`config.mk`:
```
export PLATFORM = sky130hd
export DESIGN_NAME = exc_ctrl
export DESIGN_NICKNAME = d
export VERILOG_FILES = /design/src/rtl/exc_ctrl.sv
export SDC_FILE = /design/constraint.sdc
export NUM_CORES = 1
export LEC_CHECK = 0
export ABC_AREA = 1
export BUFFER_PORTS_ARGS = -buffer_cell sky130_fd_sc_hd__buf_2
export CORE_MARGIN = 8
export CORE_UTILIZATION = 51
export DETAILED_ROUTE_END_ITERATION = 8
export PLACE_DENSITY = 0.83
export SLEW_MARGIN = 15
export SYNTH_ARGS = -nofsm -noshare
export SYNTH_HDL_FRONTEND = slang
export SYNTH_SLANG_ARGS = --single-unit
```
`constraint.sdc`:
```
create_clock -name clk -period 1.8 [get_ports clk]
set_input_delay 0.36 -clock clk [delete_from_list [all_inputs] [get_ports clk]]
set_output_delay 0.36 -clock clk [all_outputs]
set_load 0.01 [all_outputs]
```
`src/rtl/exc_ctrl.sv`:
```
// Exception controller: arbitrates an undecodable-opcode trap and masked external
// interrupts into a single exception request. It holds the captured cause through
// the handler until ERET, and keeps a saturating count of acknowledged exceptions.
module exc_ctrl #(
  parameter int unsigned N_IRQ = 4,  // 1..8 channels
  parameter int unsigned CNT_W = 8
) (
  input  logic             clk,
  input  logic             reset,
  input  logic [N_IRQ-1:0] ExtIRQ,
  input  logic [N_IRQ-1:0] IrqMask,
  input  logic             NotAnInstr,
  input  logic             ERet,
  input  logic             ExcAck,
  output logic             Exc,
  output logic [3:0]       EStatus,
  output logic [N_IRQ-1:0] ExtIAck,
  output logic             InHandler,
  output logic             DoubleFault,
  output logic [CNT_W-1:0] ExcCount
);

  typedef enum logic [1:0] {StIdle, StReq, StHandler} state_e;

  localparam logic [3:0] CauseNotAnInstr = 4'b0010;

  state_e           r_state, w_state_d;
  logic [3:0]       r_cause, w_cause_d;
  logic [2:0]       r_idx, w_idx_d;
  logic             r_df;
  logic [CNT_W-1:0] r_cnt;

  logic [N_IRQ-1:0] w_pend;
  logic             w_any;
  logic [2:0]       w_low;
  logic             w_take;

  assign w_pend = ExtIRQ & IrqMask;

  // Lowest enabled pending channel wins; scan from the top so the lowest index lands last.
  always_comb begin
    w_any = 1'b0;
    w_low = '0;
    for (int i = int'(N_IRQ) - 1; i >= 0; i--) begin
      if (w_pend[i]) begin
        w_any = 1'b1;
        w_low = 3'(i);
      end
    end
  end

  // Next-state logic: capture cause on entry, freeze it through REQ/HANDLER, clear on ERET.
  always_comb begin
    w_state_d = r_state;
    w_cause_d = r_cause;
    w_idx_d   = r_idx;
    w_take    = 1'b0;
    case (r_state)
      StIdle: begin
        if (NotAnInstr) begin
          w_state_d = StReq;
          w_cause_d = CauseNotAnInstr;
          w_idx_d   = '0;
        end else if (w_any) begin
          w_state_d = StReq;
          w_cause_d = {1'b1, w_low};
          w_idx_d   = w_low;
        end
      end
      StReq: begin
        // ERet is deliberately ignored here; only the pipeline's acknowledge moves us on.
        if (ExcAck) begin
          w_state_d = StHandler;
          w_take    = 1'b1;
        end
      end
      StHandler: begin
        if (ERet) begin
          w_state_d = StIdle;
          w_cause_d = '0;
        end
      end
      default: begin
        w_state_d = StIdle;
        w_cause_d = '0;
      end
    endcase
  end

  // Output decode; the acknowledge is combinational so it lines up with ExcAck.
  always_comb begin
    Exc       = (r_state == StReq);
    InHandler = (r_state == StHandler);
    EStatus   = r_cause;
    for (int i = 0; i < int'(N_IRQ); i++) begin
      ExtIAck[i] = w_take && r_cause[3] && (r_idx == 3'(i));
    end
  end

  // State and captured-cause registers.
  always_ff @(posedge clk or negedge reset) begin
    if (!reset) begin
      r_state <= StIdle;
      r_cause <= '0;
      r_idx   <= '0;
    end else begin
      r_state <= w_state_d;
      r_cause <= w_cause_d;
      r_idx   <= w_idx_d;
    end
  end

  // Sticky double-fault: a bad opcode while a handler is running.
  always_ff @(posedge clk or negedge reset) begin
    if (!reset) begin
      r_df <= 1'b0;
    end else if (r_state == StHandler && NotAnInstr) begin
      r_df <= 1'b1;
    end
  end

  // Saturating count of acknowledged exceptions.
  always_ff @(posedge clk or negedge reset) begin
    if (!reset) begin
      r_cnt <= '0;
    end else if (w_take && (r_cnt != '1)) begin
      r_cnt <= r_cnt + 1'b1;
    end
  end

  assign DoubleFault = r_df;
  assign ExcCount    = r_cnt;

endmodule

```
# After elaboration in Yosys (flattened, before gate mapping)
# Cells that the tools add are included.
# op_classes
add_sub_neg	1
n_reduce_logical	13
n_eq_ne	9
muxes	21
n_bitwise	2
# op_table
operator	count
$mux W2	6
$mux W3	4
$mux W4	3
$pmux W4 S3	1
$add A8 B1 Y8 const B	1
$ne A8 B8 Y1 const B	1
$logic_and A1 B1 Y1	7
$eq A3 B2 Y1 const B	2
$mux W1	6
$pmux W2 S3	1
$reduce_and A3 Y1	2
$and A4 B4 Y4	1
$ne A2 B2 Y1 const B	2
$eq A3 B1 Y1 const B	1
$logic_not A3 Y1	1
$ne A3 B3 Y1 const B	1
$eq A2 B1 Y1 const B	1
$eq A2 B2 Y1 const B	1
$logic_not A2 Y1	1
$reduce_and A2 Y1	1
$reduce_bool A2 Y1	1
$not A1 Y1	1
# totals
wordCells	51
inputBits	13
register_bits	18

# Logic depth before layout (Yosys ltp)
# Gate-level depths: netlist of the first run.
# logic_depth
ltp_word	8
mapped_depth	8
ltp_nobuf	8

# Least setup slack after synthesis of the first run
# No wires, ideal clock.
# synth_path
kind	reg2out
start	register r_state[1]
end	output port ExtIAck[0]
n_path_buf	0
path_stages_with_launch	6
t_arrival_ps	1021
setup_slack_ps	419
required_ps	1440
cell_sequence	dfrtp_1 -> inv_1 -> nand2_2 -> nor2_4 -> nand2_1 -> nor3_1
# synth_between
elab_chain_cells	4
# synth_rtl
item	line_no	text
from (decl)	27	state_e r_state, w_state_d;
from (signal assigned)	103	r_state <= StIdle;
from (signal assigned)	107	r_state <= w_state_d;
$eq A2 B1 Y1	58	case (r_state)
$mux W1	58	
$logic_and A1 B1 Y1 (2 in series)	96	ExtIAck[i] = w_take && r_cause[3] && (r_idx == 3'(i));
to (decl)	17	output logic [N_IRQ-1:0] ExtIAck,
# Every way passes these cells.

# Worst setup path after layout of the first run
# layout_path
start	register r_state[1]
end	output port ExtIAck[3]
# Same word-level chain as after synthesis.

==> impl_metrics.csv, run 1 <==
group,metric,value,unit
outcome,status,"complete, no violations",
drt,first_iter_violations,10,
synthesis,syn_inst,122,
worst_setup_path,critPathKind,"reg2out",
clock_tree,htreeDepth,1,
worst_setup_path,rr_endpoint,"ExcCount[2]",
worst_setup_path,cp-startpoint,"r_state[1]",
synthesis,synth_compound_area_share,5.322,%
power,ir_drop,1.036,mV
worst_setup_path,max_stage_delay,0.38,ns
power,finalPower,1478,uW
drt,drc,0,
drt,num_vias,910,
synthesis,ys.flop_type,"dfrtp_1",
worst_setup_path,critPathArrivalTime,1.39,ns
place,portBuffers,30,
synthesis,yosysMostFrequentCell,"nand2_1",
sta,slew_viol_final,0,
worst_setup_path,crit_fanout,4,
synthesis,synthTopCellsByCount,"44 x nand2_1, 18 x inv_1, 16 x dfrtp_1",
synthesis,ys_seq_elements,16,
power,power_density,1326,mW/mm^2
drt,wirelength,2116,um
layout,area_growth,24.79,%
synthesis,synth.net_count,136,
worst_setup_path,critPathLaunchType,"flop",
worst_setup_path,crit_slowest_cell,"dfrtp_1",
worst_setup_path,path_common_cell,"nand2_2",
synthesis,synthesis.area,893.4,um^2
clock_tree,cts_buffers,3,
sta,fin_setup_tns,0,ns
floorplan,die_y,57.86,um
worst_setup_path,r2r_slack,0.45,ns
layout,drive_above_1_share,27.22,%
drt,wl_per_cell,12.09,um
worst_setup_path,cp-end-kind,"output pin",
synthesis,yosysWarnings,0,
synthesis,synth_area_leaders,"dfrtp_1 45%, nand2_1 18%, inv_1 7.6%, nand3_1 5.6%, o21ai_0 3.9%",
layout,fin_util,66.00,%
drt,drt.antenna.violating_nets,0,
worst_setup_path,r2r-start,"ExcCount[0]",
synthesis,async_flop_share,100.0,%
synthesis,synth-edff-count,0,
global_route,grtUsageTotal,13.39,%
worst_setup_path,required,1.44,ns
place,dp_hpwl,1737,um
clock_tree,clock-sinks,16,
sta,fin_worst_skew,0.001068,ns
place,gp_congestion,0.7913,
floorplan,die_w,57.86,um
global_route,grt_antenna_before_repair,0,
global_route,grt_max_degree,17,
layout,diodes,0,
clock_tree,clk_latency,0.29,ns
floorplan,core.rowCount,15,
run,maxCapViolCount,0,
sta,min_period,1.750,ns
sta,fin_crit_sh,97.24,%
synthesis,syn_area_per_cell,7.323,um^2
synthesis,synth_top_cell_by_area,"dfrtp_1",
synthesis,synth_fa_ha_area_share,1.401,%
floorplan,io-pin-count,32,
floorplan,start_util,52.89,%
drt,dr.pass1.iters,4,
power,p_leak,0.0006540,uW
place,postPlaceCellArea,0.001057,mm^2
min_path,whs_endpoint,"r_state[0]",
synthesis,synth-simple-area-share,36.97,%
synthesis,synth_mux_area_share,0,%
clock_tree,path_clk_slew,0.09,ns
worst_setup_path,crit_chain,"inv_1 -> nand2_2 -> nor2_4 -> nand2_2 -> nor3_1 -> buf_2",
worst_setup_path,reg2reg_depth,7,
sta,grt_setup_unrepaired,"no",
min_path,hp-start,"ExcAck",
global_route,grt-ovfl-total,0,
floorplan,core-area,0.001689,mm^2
floorplan,die_area,0.003347,mm^2
layout,design_area,0.001115,mm^2
drt,viasPerCell,5.200,
global_route,first_global_vias,898,
min_path,hp-class,"in2reg",
sta,setup_viol,0,
global_route,grt_pass1_wl,3498,um
clock_tree,cts_buffer_depth,2,
min_path,hold_path_depth,2,
clock_tree,tritoncts,"yes",
layout,final_nets,174,
synthesis,synthDistinctLibCells,19,
sta,max_freq,571.3,MHz
synthesis,synthXorXnorAreaFrac,1.961,%
synthesis,synth_top_area_share,44.82,%
synthesis,synth-seq-area-share,44.82,%
synthesis,synth_top_family_by_area,"simple AND/OR/NAND/NOR gates",
clock_tree,cts_root_buf,"clkbuf_4",
sta,hold_viol,0,
-- cell usage in the layout (no fill, tap or decap), drive strengths merged --
| cell | Yosys | routed |
|---|---|---|
| a21o | 1 | 1 |
| a21oi | 1 | 1 |
| buf | 1 | 33 |
| clkbuf | 0 | 3 |
| conb | 1 | 1 |
| dfrtp | 16 | 16 |
| dlygate4sd3 | 0 | 1 |
| ha | 1 | 1 |
| inv | 19 | 19 |
| nand2 | 47 | 47 |
| nand3 | 10 | 10 |
| nand3b | 2 | 2 |
| nand4 | 1 | 1 |
| nor2 | 8 | 8 |
| nor3 | 5 | 5 |
| o21ai | 7 | 7 |
| xor2 | 2 | 2 |
-- cell type report --
type                    instances  area, um^2
repair buffers                 34       182.7
well taps                      17       21.27
multi-input cells              86       414.1
inverters                      19       73.82
clock buffers                   3       22.52
flip-flops and latches         16       400.4
fillers                       161       574.3
-- critical path, delay by kind of cell (launching register included) --
kind	cells	cell delay [ns]
flops	1	0.38
buf+inv	2	0.26
simple gates	4	0.45
-- power by group --
| group | internal, uW | switching, uW | total [uW] |
|---|---|---|---|
| combinational | 267 | 412 | 679 |
| clock | 77.9 | 109 | 187 |
| sequential | 492 | 120 | 612 |
| total | 837 | 640 | 1480 |
-- worst max path at each step --
stage	to	slack, ns
floorplan	ExtIAck[0]	0.42
global placement	ExtIAck[3]	0.38
detailed placement	ExtIAck[3]	0.29
CTS	ExtIAck[3]	0.0003
global route	ExtIAck[3]	0.007
finish	ExtIAck[3]	0.05
-- registers in the layout, summed over array words and instances (netlist names) --
| name | cells |
|---|---|
| ExcCount | 8 |
| EStatus | 3 |
| r_idx | 2 |
| r_state | 2 |
| DoubleFault | 1 |
-- metrics by stage --
step                      hold WS, ns  worst slack, ns  instances
after floorplan               0.06441           0.4186        122
after global placement         0.2948           0.3783        168
after detailed placement       0.2982           0.2872        168
after CTS                      0.3006        0.0002947        173
after global routing           0.2824         0.007257        175
final                          0.2934          0.04963        175
-- routing by layer --
layer	routed length [um]	global-route usage [%]	up-vias
met5	0	0	-
met4	53	8.042	0
met3	123	4.415	7
met2	988	24.04	29
met1	951	12.95	421
li1	-	-	453
-- cells by family (layout without fill, tap and decap cells) --
kind of cell / after synthesis / after routing
AO/OA/AOI/OAI: 9 / 9
XOR/XNOR: 2 / 2
adder cells (fa/ha/maj): 1 / 1
buffers and inverters: 20 / 56
flip-flops: 16 / 16
other: 1 / 1
AND/OR/NAND/NOR: 73 / 73
-- repair_timing --
| action | 4_1_cts | 5_1_grt |
|---|---|---|
| endpoints found under the setup margin | 3 | 4 |
| buffers inserted | 1 | 2 |
| pin swaps | 1 | 1 |
| gates cloned | 0 | 0 |
| resized for setup | 1 | 0 |
| endpoints found under the hold margin | 16 | 0 |
| hold buffers | 1 | 0 |
Power figures use the tool's default switching activity.
==> run 2: changes to the inputs <==
- CORE_MARGIN: 8 -> 4
==> run 2 against run 1 <==
Effect of this change:
- clock skew up 0.0026 ns
- setup slack better by 0.037 ns
- wire length down 6.0%
- combinational power up 4.9%
==> impl_metrics.csv, run 2 (synthesis gave the netlist of run 1 again) <==
group,metric,value,unit
outcome,status,"complete, no violations",
place,gp_congestion,0.7702,
power,p_comb_share,45.3,%
drt,first_iter_violations,10,
drt,top_layer_used,"met4",
power,p_int,896.6,uW
layout,diodes,0,
drt,wl_per_cell,11.31,um
place,dp_hpwl,1502,um
global_route,grt_max_degree,17,
power,power_density,1359,mW/mm^2
sta,fin_worst_skew,0.003667,ns
power,p_leak,0.0006797,uW
global_route,grt_antenna_before_repair,0,
sta,fin_crit_sh,95.18,%
sta,fin_setup_tns,0,ns
worst_setup_path,cp-end-kind,"output pin",
layout,fin_util,73.25,%
layout,fillers,132,
clock_tree,tritoncts,"yes",
drt,wl_met3,86,um
drt,drt.antenna.violating_nets,0,
global_route,grt-ovfl-total,0,
worst_setup_path,critPathKind,"reg2out",
layout,drive_above_1_share,30.63,%
clock_tree,htreeDepth,1,
worst_setup_path,critPathLaunchType,"flop",
global_route,grtUsageTotal,17.09,%
worst_setup_path,crit_fanout,5,
power,netSwitchingFraction,42.89,%
drt,met1_length,950,um
floorplan,io-pin-count,32,
drt,wirelength,1990,um
sta,max_freq,583.7,MHz
power,ir_drop,1.042,mV
sta,setup_viol,0,
layout,area_growth,29.27,%
floorplan,die_y,49.86,um
worst_setup_path,required,1.44,ns
floorplan,core.rowCount,14,
run,maxCapViolCount,0,
drt,num_vias,864,
power,pwr-share-clk,15.4,%
power,p_seq_share,39.3,%
drt,viasPerCell,4.909,
sta,min_period,1.713,ns
worst_setup_path,critPathArrivalTime,1.35,ns
clock_tree,cts_buffers,3,
clock_tree,clk_latency,0.29,ns
clock_tree,cts_root_buf,"clkbuf_4",
floorplan,die_area,0.002486,mm^2
sta,slew_viol_final,0,
global_route,grt_pass1_wl,3222,um
place,portBuffers,30,
sta,hold_viol,0,
clock_tree,clock-sinks,16,
floorplan,core-area,0.001577,mm^2
floorplan,start_util,56.67,%
drt,dr_wl_met2,940,um
drt,dr.pass1.iters,4,
clock_tree,cts_buffer_depth,2,
min_path,hp-class,"in2reg",
global_route,first_global_vias,735,
floorplan,die_w,49.86,um
layout,final_cell_mix,"43 x nand2_1, 30 x buf_2, 17 x inv_1",
layout,final_common_cell,"nand2_1",
drt,drc,0,
power,p_switching,673.3,uW
layout,final_nets,175,
clock_tree,path_clk_slew,0.10,ns
layout,largest_register_ffs,8,
## run 2: worst max-delay path: stages, from the launching register on
cell     delay, ns
dfrtp_1       0.40
inv_2         0.07
nand2_2       0.08
nor2_4        0.15
nand2_4       0.09
nor3_1        0.12
buf_2         0.15
## run 2: final timing paths
check	startpoint	end	slack (ns)	cells after the start
worst max-delay path	r_state[1]	ExtIAck[2]	0.09	6
worst min-delay path	ExcAck	r_state[0]	0.26	2
worst max register to register	r_state[1]	ExcCount[2]	0.44	8
worst min register to register	DoubleFault	DoubleFault	0.46	1
max in group asynchronous	reset	DoubleFault	1.04	2
min in group asynchronous	reset	ExcCount[6]	0.50	2
## run 2: per-layer routing
layer  global-route usage, %  up-vias
met5                       0        -
met3                   3.916        2
met1                   23.71      391
li1                        -      454
met2                   25.55       17
met4                   6.912        0
## run 2: timing repair
item / CTS / global route
endpoints found under the hold margin: 16 / 0
buffers inserted: 1 / 3
gates resized for setup: 0 / 6
gates cloned: 0 / 0
pin swaps: 1 / 1
hold buffers: 1 / 0
endpoints found under the setup margin: 4 / 4
## run 2: power by group through the flow
stage               Sequential [uW]  Combinational (uW)  Clock [uW]
finish                          617                 712         241
global route                    643                 804         282
CTS                             604                 655         255
detailed placement              612                 638           0
global placement                604                 616           0
floorplan                       642                 379           0
## run 2: layout make-up
cell class / instances / area [um^2] / share of cell area, %
clock buffers: 4 / 36.28 / 3.142
flip-flops and latches: 16 / 400.4 / 34.67
inverters: 19 / 73.82 / 6.392
well taps: 16 / 20.02 / 1.733
repair buffers: 35 / 190.2 / 16.47
multi-input cells: 86 / 434.2 / 37.59
## run 2: per-stage QoR
step	instance area, um^2	setup WS (ns)	hold WS (ns)	cells	power, uW
after floorplan	893.4	0.4186	0.06441	122	1021
after global routing	1155	-0.03148	0.2745	176	1729
after detailed placement	1056	0.3164	0.2955	167	1249
after CTS	1110	0.03258	0.2469	173	1513
final	1155	0.08679	0.2605	176	1570
after global placement	1056	0.3698	0.2882	167	1220
